File: config.mk
export PLATFORM = sky130hd
export DESIGN_NAME = serial_subtractor_flat
export DESIGN_NICKNAME = d
export VERILOG_FILES = /design/src/rtl/serial_subtractor_pkg.sv /design/src/rtl/serial_subtractor_if.sv /design/src/rtl/serial_subtractor_full_subtractor.sv /design/src/rtl/serial_subtractor.sv /design/src/flat_wrapper.sv
export SDC_FILE = /design/constraint.sdc
export NUM_CORES = 1
export LEC_CHECK = 0
export ABC_AREA = 0
export BUFFER_PORTS_ARGS = -buffer_cell sky130_fd_sc_hd__buf_2
export CORE_ASPECT_RATIO = 0.7
export CORE_UTILIZATION = 35
export DETAILED_ROUTE_END_ITERATION = 8
export PLACE_DENSITY = 0.59
export SKIP_LAST_GASP = 1
export SYNTH_ARGS = -nofsm -noshare
export SYNTH_HDL_FRONTEND = slang
export SYNTH_SLANG_ARGS = --single-unit
File: constraint.sdc
create_clock -name CLK -period 2 [get_ports CLK]
set_clock_uncertainty 0.1 [all_clocks]
set_input_delay 0.1 -clock CLK [delete_from_list [all_inputs] [get_ports CLK]]
set_output_delay 0.1 -clock CLK [all_outputs]
set_load 0.01 [all_outputs]
File: src/rtl/serial_subtractor_pkg.sv
// serial_subtractor_pkg: FSM state encoding and counter sizing shared by the serial subtractor.
package serial_subtractor_pkg;

    typedef enum logic [1:0] {
        IDLE  = 2'd0,
        SHIFT = 2'd1,
        DONE  = 2'd2
    } state_t;

    function automatic int cnt_w(input int w);
        return (w > 1) ? $clog2(w) : 1;
    endfunction

endpackage

File: src/rtl/serial_subtractor_if.sv
// serial_subtractor_if: start/done request and result bundle of the serial subtractor.
// Carries the signed-overflow flag V only when SERIAL_SUB_OVERFLOW_EN is defined.
interface serial_subtractor_if #(parameter int WIDTH = 8);

    logic             Start;
    logic [WIDTH-1:0] DataA;
    logic [WIDTH-1:0] DataB;
    logic             Bin;
    logic             Busy;
    logic             Done;
    logic [WIDTH-1:0] Diff;
    logic             Bout;
`ifdef SERIAL_SUB_OVERFLOW_EN
    logic             V;
`endif

    modport master (
`ifdef SERIAL_SUB_OVERFLOW_EN
        input  V,
`endif
        output Start, DataA, DataB, Bin,
        input  Busy, Done, Diff, Bout
    );

    modport slave (
`ifdef SERIAL_SUB_OVERFLOW_EN
        output V,
`endif
        input  Start, DataA, DataB, Bin,
        output Busy, Done, Diff, Bout
    );

endinterface

File: src/rtl/serial_subtractor_full_subtractor.sv
// full_subtractor: combinational single-bit cell computing a - b - bin with borrow-out.
module full_subtractor (
    input  logic a,
    input  logic b,
    input  logic bin,
    output logic d,
    output logic bout
);

    assign d    = a ^ b ^ bin;
    assign bout = (~a & b) | (~(a ^ b) & bin);

endmodule

File: src/rtl/serial_subtractor.sv
// serial_subtractor: bit-serial WIDTH-bit subtractor, one bit per clock LSB first, start/done handshake.
// Optional signed-overflow output V is built when SERIAL_SUB_OVERFLOW_EN is defined.
module serial_subtractor
    import serial_subtractor_pkg::*;
#(
    parameter int WIDTH = 8
) (
    input  logic               CLK,
    input  logic               RESET_N,
    serial_subtractor_if.slave bus
);

    localparam int CW = cnt_w(WIDTH);

    state_t           state, state_nx;
    logic [CW-1:0]    count;
    logic [WIDTH-1:0] a_sr, b_sr, res_sr, diff_q;
    logic             bor, bout_q;
    logic             fs_d, fs_bout;
    logic             accept, last;

    full_subtractor u_fs (
        .a    (a_sr[0]),
        .b    (b_sr[0]),
        .bin  (bor),
        .d    (fs_d),
        .bout (fs_bout)
    );

    // Start is only honoured outside SHIFT, which makes DONE->SHIFT back-to-back legal
    assign accept = (state != SHIFT) && bus.Start;
    assign last   = (state == SHIFT) && (count == CW'(WIDTH - 1));

    always_comb begin
        state_nx = state;
        state_nx = accept ? SHIFT :
                   last ? DONE :
                   (state == DONE) ? IDLE : state;
    end

    always_ff @(posedge CLK or negedge RESET_N) begin
        if (!RESET_N) state <= IDLE;
        else          state <= state_nx;
    end

    always_ff @(posedge CLK or negedge RESET_N) begin
        if (!RESET_N) begin
            a_sr   <= '0;
            b_sr   <= '0;
            res_sr <= '0;
            bor    <= 1'b0;
            count  <= '0;
            diff_q <= '0;
            bout_q <= 1'b0;
        end else if (accept) begin
            a_sr  <= bus.DataA;
            b_sr  <= bus.DataB;
            bor   <= bus.Bin;
            count <= '0;
        end else if (state == SHIFT) begin
            a_sr   <= a_sr >> 1;
            b_sr   <= b_sr >> 1;
            bor    <= fs_bout;
            res_sr <= {fs_d, res_sr[WIDTH-1:1]};
            count  <= count + 1'b1;
            if (last) begin
                diff_q <= {fs_d, res_sr[WIDTH-1:1]};
                bout_q <= fs_bout;
            end
        end
    end

`ifdef SERIAL_SUB_OVERFLOW_EN
    // Operand MSBs are kept because the shift registers have consumed them by completion
    logic a_msb, b_msb, v_q;

    always_ff @(posedge CLK or negedge RESET_N) begin
        if (!RESET_N) begin
            a_msb <= 1'b0;
            b_msb <= 1'b0;
            v_q   <= 1'b0;
        end else if (accept) begin
            a_msb <= bus.DataA[WIDTH-1];
            b_msb <= bus.DataB[WIDTH-1];
        end else if (last) begin
            v_q <= (a_msb ^ b_msb) & (a_msb ^ fs_d);
        end
    end

    assign bus.V = v_q;
`endif

    assign bus.Busy = (state == SHIFT);
    assign bus.Done = (state == DONE);
    assign bus.Diff = diff_q;
    assign bus.Bout = bout_q;

endmodule

File: src/flat_wrapper.sv
// flat-port wrapper written by rule: the top's interface ports become plain ports
module serial_subtractor_flat import serial_subtractor_pkg::*;
#(
    parameter int WIDTH = 8
)
  (CLK, RESET_N, bus_Start, bus_DataA, bus_DataB, bus_Bin, bus_Busy, bus_Done, bus_Diff, bus_Bout);
  serial_subtractor_if #(.WIDTH(WIDTH)) bus_i ();
  input  logic CLK;
  input  logic RESET_N;
  input wire logic [$bits(bus_i.Start)-1:0] bus_Start;
  input wire logic [$bits(bus_i.DataA)-1:0] bus_DataA;
  input wire logic [$bits(bus_i.DataB)-1:0] bus_DataB;
  input wire logic [$bits(bus_i.Bin)-1:0] bus_Bin;
  output wire logic [$bits(bus_i.Busy)-1:0] bus_Busy;
  output wire logic [$bits(bus_i.Done)-1:0] bus_Done;
  output wire logic [$bits(bus_i.Diff)-1:0] bus_Diff;
  output wire logic [$bits(bus_i.Bout)-1:0] bus_Bout;
  assign bus_i.Start = bus_Start;
  assign bus_i.DataA = bus_DataA;
  assign bus_i.DataB = bus_DataB;
  assign bus_i.Bin = bus_Bin;
  assign bus_Busy = bus_i.Busy;
  assign bus_Done = bus_i.Done;
  assign bus_Diff = bus_i.Diff;
  assign bus_Bout = bus_i.Bout;
  serial_subtractor #(.WIDTH(WIDTH)) u_core (.CLK(CLK), .RESET_N(RESET_N), .bus(bus_i));
endmodule
Word level (Yosys, flattened, before mapping):

Cells that the tools add are included.
Widths: inputs -> output; s select.

* flip-flop bits (word level): 39
* input port bits: 20
* output and inout port bits: 11
* word-level logic and storage cells: 38

* $add $sub $neg: 1
* equality and inequality tests: 4
* muxes and demuxes: 11
* bitwise operators: 8
* reduce and logical (&&, ||, !) cells: 6

Operators with widths (count)
* $mux 8: 4
* $mux 2: 3
* $mux 3: 2
* $add 3x1->3 const B: 1
* $eq 3x3->1 const B: 1
* $not 1->1: 3
* $reduce_and 3->1: 1
* $reduce_bool 3->1: 1
* $and 1x1->1: 2
* $eq 2x1->1 const B: 1
* $eq 2x2->1 const B: 1
* $logic_and 1x1->1: 2
* $mux 1: 2
* $ne 2x1->1 const B: 1
* $reduce_and 2->1: 1
* $reduce_bool 2->1: 1
* $xor 1x1->1: 2
* $or 1x1->1: 1

Longest topological paths before layout:

Gate-level depths: netlist (run 1).

* depth in word-level cells: 6
* gate-level depth with buffers: 5
* mapped depth without buffers: 4

Hierarchy:

From an unflattened synthesis (run 1), not the netlist that was laid out.

* cells, all modules: 114
* area total of the unflattened synthesis: 1836.8 sq um

By module, submodules not included
* serial_subtractor: instances 1, cells an instance 110, area each 1805.5 sq um, sequential area each 950.9 sq um
* full_subtractor: instances 1, cells an instance 4, area each 31.3 sq um, sequential area each 0.0 sq um

Least setup slack after synthesis (run 1):

No wires, ideal clock.

* path type: register -> register
* start point: register u_core.count[0]
* end point: register u_core.diff_q[0], in the netlist u_core.bus.Diff[0]
* library setup time: 0.125 ns
* arrival time: 1.359 ns
* required time: 1.775 ns
* setup slack: 0.417 ns
* cell stages (with the launch flop): 6
* buffers on the path: 1
* clock period less this slack: 1.583 ns
* cell sequence: dfrtp_1 > ha_1 > ha_1 > nand3b_1 > buf_2 > mux2_2

* cells in the longest elaborated chain, start to end: 3

RTL lines
* start, declared: line serial_subtractor.sv:16 `logic [CW-1:0] count;`
* start signal, assigned: line serial_subtractor.sv:65 `count <= count + 1'b1;`
* $eq 3x3->1: line serial_subtractor.sv:32 `assign last = (state == SHIFT) && (count == CW'(WIDTH - 1));`
* $logic_and 1x1->1: line serial_subtractor.sv:32
* $reduce_and 3->1 (no source line)
* end signal, assigned: line serial_subtractor.sv:67 `diff_q <= {fs_d, res_sr[WIDTH-1:1]};`
* end, declared: line serial_subtractor.sv:17 `logic [WIDTH-1:0] a_sr, b_sr, res_sr, diff_q;`

Every way passes these cells.
A chain may end at the register's enable or synchronous reset.

Worst setup path after layout (run 1):

* start point: register u_core.count[0]
* end point: register u_core.diff_q[6], in the netlist u_core.bus.Diff[6]

Same word-level chain as after synthesis.

==> flow_summary.ini, run 1 <==
[sta]
fmax_mhz = 560
hold_viol = 0
setup_tns_ns = 0
rsz0062_at_grt = no
setup_viol = 0
drv_slew = 0
layout_min_cycle_time_ns = 1.79
slew_headroom = 0.449
period_share = 0.893
worst_slew_pin_slew_ns = 0.826

[min_path]
hp-start = bus_Bin
whs_path_depth = 3
hold_end = u_core.bor
min_path_type = in2reg

[cells_and_area]
stdcell_area_um2 = 2160
layout_common_cells = dfrtp_1, mux2_4, buf_2
syn2layout_area_growth_pct = 18.3
finalNetCount = 176
diodes = 0
fillers = 463
mostFrequentLayoutCell = dfrtp_1
drive_above_1_share = 0.565
final_cell_count_no_fill = 223

[power_and_ir_drop]
p_per_area_nw_per_um2 = 1650
ir_worst_vdd_v = 0.000520
total_power_mw = 3.57
power.leakage_nw = 1.07

[place]
io_buffers = 30
hpwl_mm = 2.09
placed_area_um2 = 2040
place_inst = 212
gp_congestion = 0.701

[clock_tree]
htreeDepth = 2
cts_resized = 0
hold_buffers = 3
path_clk_slew_ns = 0.07
clock_latency_ns = 0.29
numCtsBuffers = 5
cts_buffer_depth = 2
root_buffer = clkbuf_8
cts_tree = done
postCtsSetupBuffers = 0
cts_num_sinks = 38

[floorplanning]
dieWidth_um = 88.4
num_rows = 21
ios = 31
dieArea_um2 = 5520
core_area_um2 = 4910
die_h_um = 62.5
start_util = 0.372

[setup_path]
crit_path_top_delay_cell = dfrtp_1
timing.rr.end = u_core.bus.Diff[6]
crit_arrival_ns = 1.85
r2r-start = u_core.count[0]
slowest_delay_ns = 0.40
ff2ff_path_depth = 4
crit_type = reg2reg
critPathBufInv = 0
cp_max_fo = 10
path_common_cell = ha_1
rrSetupSlack_ns = 0.21
cp_top_family = flip-flops
required_ns = 2.07
cp.depth = 4
startpoint_type = flop
worst_setup_path_end_kind = flop
path_cells = ha_1, ha_1, nand3b_1, mux2_2

[synthesis]
synth-seq-cells = 38
synth.distinct_cells = 15
synth_cells = 114
synth_area_per_cell_um2 = 16.0
synthTopCellsByArea = dfrtp_1, mux2_4, mux2_2, mux2i_1, buf_6
synth_top_area_frac = 0.520
synth_nets = 137
synth_area_um2 = 1830
synth_top_area_cell = dfrtp_1
synth.yosys.seq_area_share = 0.520
ys_warn_count = 0

[grt]
grt-ovfl-total = 0
grt_pass1_wl_mm = 4.93
grt_usage = 0.119
antenna_found_initial = 0
grt_max_degree = 39
grt_pass1_vias = 1002

[detailed_routing]
postRouteAntennaNets = 0
routed_wl_mm = 2.98
drt_pass1_iterations = 4
vias = 984
wl_per_cell_um = 13.4
drtIter0Drc = 45
routed_via_density = 4.41
drc_errors = 0

[outcome]
status = finished, final reports clean

[job]
maxCapViolations = 0
## registers in the layout, indices dropped and copies added (netlist names)
signal           flops
u_core.a_sr          8
u_core.b_sr          8
u_core.bus.Diff      8
u_core.res_sr        7
u_core.count         3
u_core.state         2
u_core.bor           1
u_core.bus.Bout      1
## how the worst max path moves through the flow
stage | from | slack (ns) | end
floorplan | u_core.count[0] | 0.42 | u_core.bus.Diff[0]
finish | u_core.count[0] | 0.21 | u_core.bus.Diff[6]
CTS | u_core.count[0] | 0.20 | u_core.bus.Diff[5]
detailed placement | u_core.count[0] | 0.21 | u_core.bus.Diff[5]
global placement | u_core.count[0] | 0.25 | u_core.bus.Diff[6]
global route | u_core.count[0] | 0.1 | u_core.bus.Diff[6]
## routing by layer
layer | part of all wire | up-vias | track usage
li1 | - | 470 | -
met1 | 0.49 | 495 | 0.165
met2 | 0.47 | 16 | 0.174
met3 | 0.035 | 3 | 0.0304
met4 | 0.011 | 0 | 0.0544
met5 | 0 | - | 0
## Yosys cell counts
master,n
dfrtp_1,38
mux2_4,31
mux2_2,14
mux2i_1,6
buf_6,5
inv_1,4
nand2b_1,4
nor2b_1,3
ha_1,2
nor2_1,2
a21boi_0,1
buf_2,1
fa_1,1
nand3b_1,1
o21a_1,1
## stage by stage
stage,util,setup WS (ns),hold slack [ns]
after floorplan,-,0.417,-0.296
after global placement,0.416,0.254,0.139
after detailed placement,0.416,0.211,0.154
after CTS,0.440,0.203,0.0304
after global routing,0.440,0.0952,0.0433
final,0.440,0.213,0.0251
## layout make-up
cell class | count | area, µm² | share of cell area
Clock buffer | 7 | 86.3 | 0.0399
Clock inverter | 1 | 5.00 | 0.00231
Inverter | 4 | 15.0 | 0.00694
Multi-Input combinational cell | 66 | 802 | 0.371
Sequential cell | 38 | 951 | 0.440
Tap cell | 69 | 86.3 | 0.0399
Timing Repair Buffer | 38 | 218 | 0.101
## power breakdown
part / leakage [nW] / switching (mW) / internal [mW]
Sequential: 0.470 / 0.212 / 1.13
Clock: 0.0482 / 0.255 / 0.278
Combinational: 0.554 / 0.639 / 1.06
## worst register-to-register path, delay by kind of cell, from the launching register on
| family | cells | cell delay, ns |
|---|---|---|
| multiplexers | 1 | 0.39 |
| flip-flops | 1 | 0.40 |
| AND/OR/NAND/NOR | 1 | 0.37 |
| adder cells (fa/ha/maj) | 2 | 0.40 |
## kinds of logic after synthesis
kind of cell	Yosys count	synth area share
buf+inv	10	0.0417
flops	38	0.520
mux	51	0.373
fa+ha+maj	3	0.0246
compound gates	2	0.00821
simple gates	10	0.0321
(Power assumes the default switching activity.)
==> run 2, diff against run 1 <==
--- a/config.mk
+++ b/config.mk
@@ -10,7 +10,10 @@
 export CORE_ASPECT_RATIO = 0.7
 export CORE_UTILIZATION = 35
 export DETAILED_ROUTE_END_ITERATION = 8
+export GPL_TIMING_DRIVEN = 1
+export MAX_ROUTING_LAYER = met4
 export PLACE_DENSITY = 0.59
+export SETUP_SLACK_MARGIN = 0.5
 export SKIP_LAST_GASP = 1
 export SYNTH_ARGS = -nofsm -noshare
 export SYNTH_HDL_FRONTEND = slang
==> flow_summary.ini, run 2 (synthesis gave the netlist of run 1 again) <==
[cells_and_area]
drive_above_1_share = 0.603
fillers = 455
syn2layout_area_growth_pct = 21.8
layout_common_cells = dfrtp_1, mux2_4, buf_2
diodes = 0
finalNetCount = 179
mostFrequentLayoutCell = dfrtp_1

[grt]
grt-ovfl-total = 0
grt_usage = 0.126
grt_pass1_vias = 1088
grt_max_degree = 39
antenna_found_initial = 0
grt_pass1_wl_mm = 5.18

[floorplanning]
num_rows = 21
start_util = 0.372
die_h_um = 62.5
dieArea_um2 = 5520
ios = 31
dieWidth_um = 88.4
core_area_um2 = 4910

[clock_tree]
cts_buffer_depth = 2
path_clk_slew_ns = 0.07
htreeDepth = 2
cts_tree = done
root_buffer = clkbuf_8
clock_latency_ns = 0.29
numCtsBuffers = 5
cts_num_sinks = 38

[sta]
fmax_mhz = 633
drv_slew = 0
rsz0062_at_grt = yes
period_share = 0.790
hold_slack_ns = 0.0600
hold_viol = 0
slew_headroom = 0.434
layout_min_cycle_time_ns = 1.58
setup_tns_ns = 0
worst_slew_pin_slew_ns = 0.849
setup_viol = 0

[setup_path]
cp_max_fo = 9
crit_arrival_ns = 1.65
startpoint_type = flop
crit_type = reg2reg
worst_setup_path_end_kind = flop
required_ns = 2.07

[outcome]
status = finished, final reports clean

[detailed_routing]
postRouteAntennaNets = 0
drt_pass1_iterations = 4
drc_errors = 0
drtIter0Drc = 44
routed_wl_mm = 3.05
routed_via_density = 4.44
vias = 999
wl_per_cell_um = 13.5

[place]
io_buffers = 30
hpwl_mm = 2.09
gp_congestion = 0.672

[power_and_ir_drop]
p_per_area_nw_per_um2 = 1680
power.leakage_nw = 1.09
ir_worst_vdd_v = 0.000492
total_power_mw = 3.74

[min_path]
min_path_type = in2reg

[job]
maxCapViolations = 0
run 2: through the flow:
| step | util | std cells | cell area (µm²) | setup slack (ns) |
|---|---|---|---|---|
| 4_1_cts | 0.450 | 223 | 2210 | 0.421 |
| 6_report | 0.453 | 225 | 2230 | 0.419 |
| 3_5_place_dp | 0.414 | 210 | 2030 | 0.254 |
| 5_1_grt | 0.453 | 225 | 2230 | 0.371 |
| 2_1_floorplan | - | 114 | 1840 | 0.518 |
| 3_3_place_gp | 0.414 | 210 | 2030 | 0.294 |
run 2: cell type report:
class,instances,area (µm²),area share
clock buffer,6,82.6,0.0371
clock inverter,1,30.0,0.0135
inverter,4,15.0,0.00674
multi-input combinational,66,810,0.363
sequential,38,951,0.427
tap,69,86.3,0.0388
timing repair buffer,41,253,0.113
run 2: repair_timing:
action / in CTS / in global routing
hold buffers: 3 / 0
endpoints found under the setup margin: 30 / 8
hold endpoints to repair: 40 / 0
buffers inserted: 3 / 2
resized for setup: 2 / 0
run 2: routing by layer:
layer,up-vias,global-route usage,share of wire
met2,19,0.195,0.48
met4,0,0.0363,0.0079
met1,502,0.161,0.48
li1,476,-,-
met5,-,-,0
met3,2,0.0357,0.033
run 2: final timing paths:
| kind | from | end | slack [ns] | depth (start not counted) |
|---|---|---|---|---|
| max | u_core.count[0] | u_core.bus.Diff[4] | 0.42 | 5 |
| min | bus_Bin | u_core.bor | 0.06 | 3 |
| max reg2reg | u_core.count[0] | u_core.bus.Diff[4] | 0.42 | 5 |
| min reg2reg | u_core.a_sr[1] | u_core.a_sr[0] | 0.40 | 1 |
| max in group asynchronous | RESET_N | u_core.b_sr[1] | 0.91 | 2 |
| min in group asynchronous | RESET_N | u_core.count[1] | 0.36 | 2 |
run 2: critical path, stage by stage, from the launching register on:
cell	delay, ns
dfrtp_1	0.39
ha_2	0.18
ha_2	0.17
nand3b_1	0.15
buf_12	0.15
mux2_2	0.33
run 2: report_power, final:
group,total (mW),switching (mW),internal [mW]
registers,1.35,0.216,1.13
clock network,0.654,0.255,0.399
logic,1.74,0.660,1.08
total,3.74,1.13,2.61
==> run 3, diff against run 2 <==
==> constraint.sdc (replaced) <==
create_clock -name CLK -period 1.55 [get_ports CLK]
set_clock_uncertainty 0.1 [all_clocks]
set_input_delay 0.0775 -clock CLK [delete_from_list [all_inputs] [get_ports CLK]]
set_output_delay 0.0775 -clock CLK [all_outputs]
set_load 0.01 [all_outputs]
==> flow_summary.ini, run 3 (synthesis gave the netlist of run 1 again) <==
[outcome]
status = finished, final reports clean

[setup_path]
crit_type = reg2reg
timing.rr.end = u_core.bus.Diff[7]
startpoint_type = flop
rrSetupSlack_ns = 0.02
r2r-start = u_core.count[1]
ff2ff_path_depth = 5
path_cells = ha_2, ha_4, nand3b_1, buf_12, mux2_4
crit_arrival_ns = 1.61
slowest_delay_ns = 0.40
cp_max_fo = 9
required_ns = 1.63
worst_setup_path_end_kind = flop
crit_path_top_delay_cell = dfrtp_1

[job]
maxCapViolations = 0

[power_and_ir_drop]
total_power_mw = 5.26
ir_worst_vdd_v = 0.000649
p_per_area_nw_per_um2 = 2210
power.leakage_nw = 1.19

[sta]
fin_ws_ns = 0.0160
setup_tns_ns = 0
worst_slew_pin_slew_ns = 0.267
layout_min_cycle_time_ns = 1.53
setup_viol = 0
period_share = 0.990
hold_viol = 0
drv_slew = 0
hold_slack_ns = 0.0432
fmax_mhz = 652
rsz0062_at_grt = yes
slew_headroom = 0.822

[clock_tree]
cts_num_sinks = 38
clock_latency_ns = 0.29
root_buffer = clkbuf_8
path_clk_slew_ns = 0.08
cts_buffer_depth = 2
htreeDepth = 2
numCtsBuffers = 5
cts_tree = done

[floorplanning]
dieArea_um2 = 5520
num_rows = 21
die_h_um = 62.5
core_area_um2 = 4910
ios = 31
start_util = 0.372
dieWidth_um = 88.4

[min_path]
whs_path_depth = 3
hp-start = bus_DataB[2]
min_path_type = in2reg
hold_end = u_core.b_sr[2]

[place]
hpwl_mm = 2.26
dp_worst_setup_slack_ns = -0.00747
gp_congestion = 0.713
placed_area_um2 = 2140
io_buffers = 30
place_inst = 214

[grt]
grt_max_degree = 16
antenna_found_initial = 0
grt_pass1_wl_mm = 5.64
grt-ovfl-total = 0
grt_usage = 0.141
grt_pass1_vias = 1165

[cells_and_area]
syn2layout_area_growth_pct = 30.2
mostFrequentLayoutCell = mux2_4
finalNetCount = 188
diodes = 0
layout_common_cells = mux2_4, dfrtp_1, buf_2
stdcell_area_um2 = 2380
drive_above_1_share = 0.645
fin_util = 0.485
final_cell_count_no_fill = 235

[detailed_routing]
routed_wl_mm = 3.33
vias = 1046
postRouteAntennaNets = 0
drc_errors = 0
drtIter0Drc = 52
drt_pass1_iterations = 4
wl_per_cell_um = 14.2
routed_via_density = 4.45
==> run 3: repair_timing <==
item,in CTS,in global routing
gates resized for setup,9,3
setup buffers,7,2
pin swaps,0,1
endpoints found under the hold margin,41,0
setup endpoints to repair,40,38
hold buffers,4,0
==> run 3: worst max-delay path, delay by kind of cell, from the launching register on <==
kind | cells | cell delay, ns
buffers and inverters | 1 | 0.15
DFF | 1 | 0.40
adders and majority gates | 2 | 0.36
and+or+nand+nor | 1 | 0.12
muxes | 1 | 0.30
==> run 3: cell type report <==
cell class / count / area (µm²)
Fill cell: 430 / 2530
Sequential cell: 38 / 951
Multi-Input combinational cell: 66 / 865
Timing Repair Buffer: 50 / 368
Tap cell: 69 / 86.3
Clock buffer: 6 / 82.6
Inverter: 4 / 17.5
Clock inverter: 2 / 12.5
==> run 3: power by group <==
part           internal (mW)  switching, mW
registers               1.46          0.304
logic                   1.80          0.983
clock network          0.357          0.351
total                   3.62           1.64
==> run 3: how the worst max path moves through the flow <==
stage	startpoint	end	slack, ns	cells after the start
5_1_grt	u_core.count[1]	u_core.bus.Diff[7]	-0.02	5
6_report	u_core.count[1]	u_core.bus.Diff[7]	0.02	5
3_5_place_dp	u_core.count[0]	u_core.bus.Diff[0]	-0.007	5
4_1_cts	u_core.count[1]	u_core.bus.Diff[7]	0.006	5
3_3_place_gp	u_core.count[0]	u_core.bus.Diff[4]	0.04	5
2_1_floorplan	u_core.count[0]	u_core.bus.Diff[0]	0.08	5
==> run 3: metal layers <==
metal  wire length (µm)  vias up  share of wire  GRT usage
met3                110        5          0.033     0.0357
met5                  0        -              0          -
met1               1640      526           0.49      0.184
met2               1540       21           0.46      0.208
met4                 42        0          0.013     0.0605
li1                   -      494              -          -
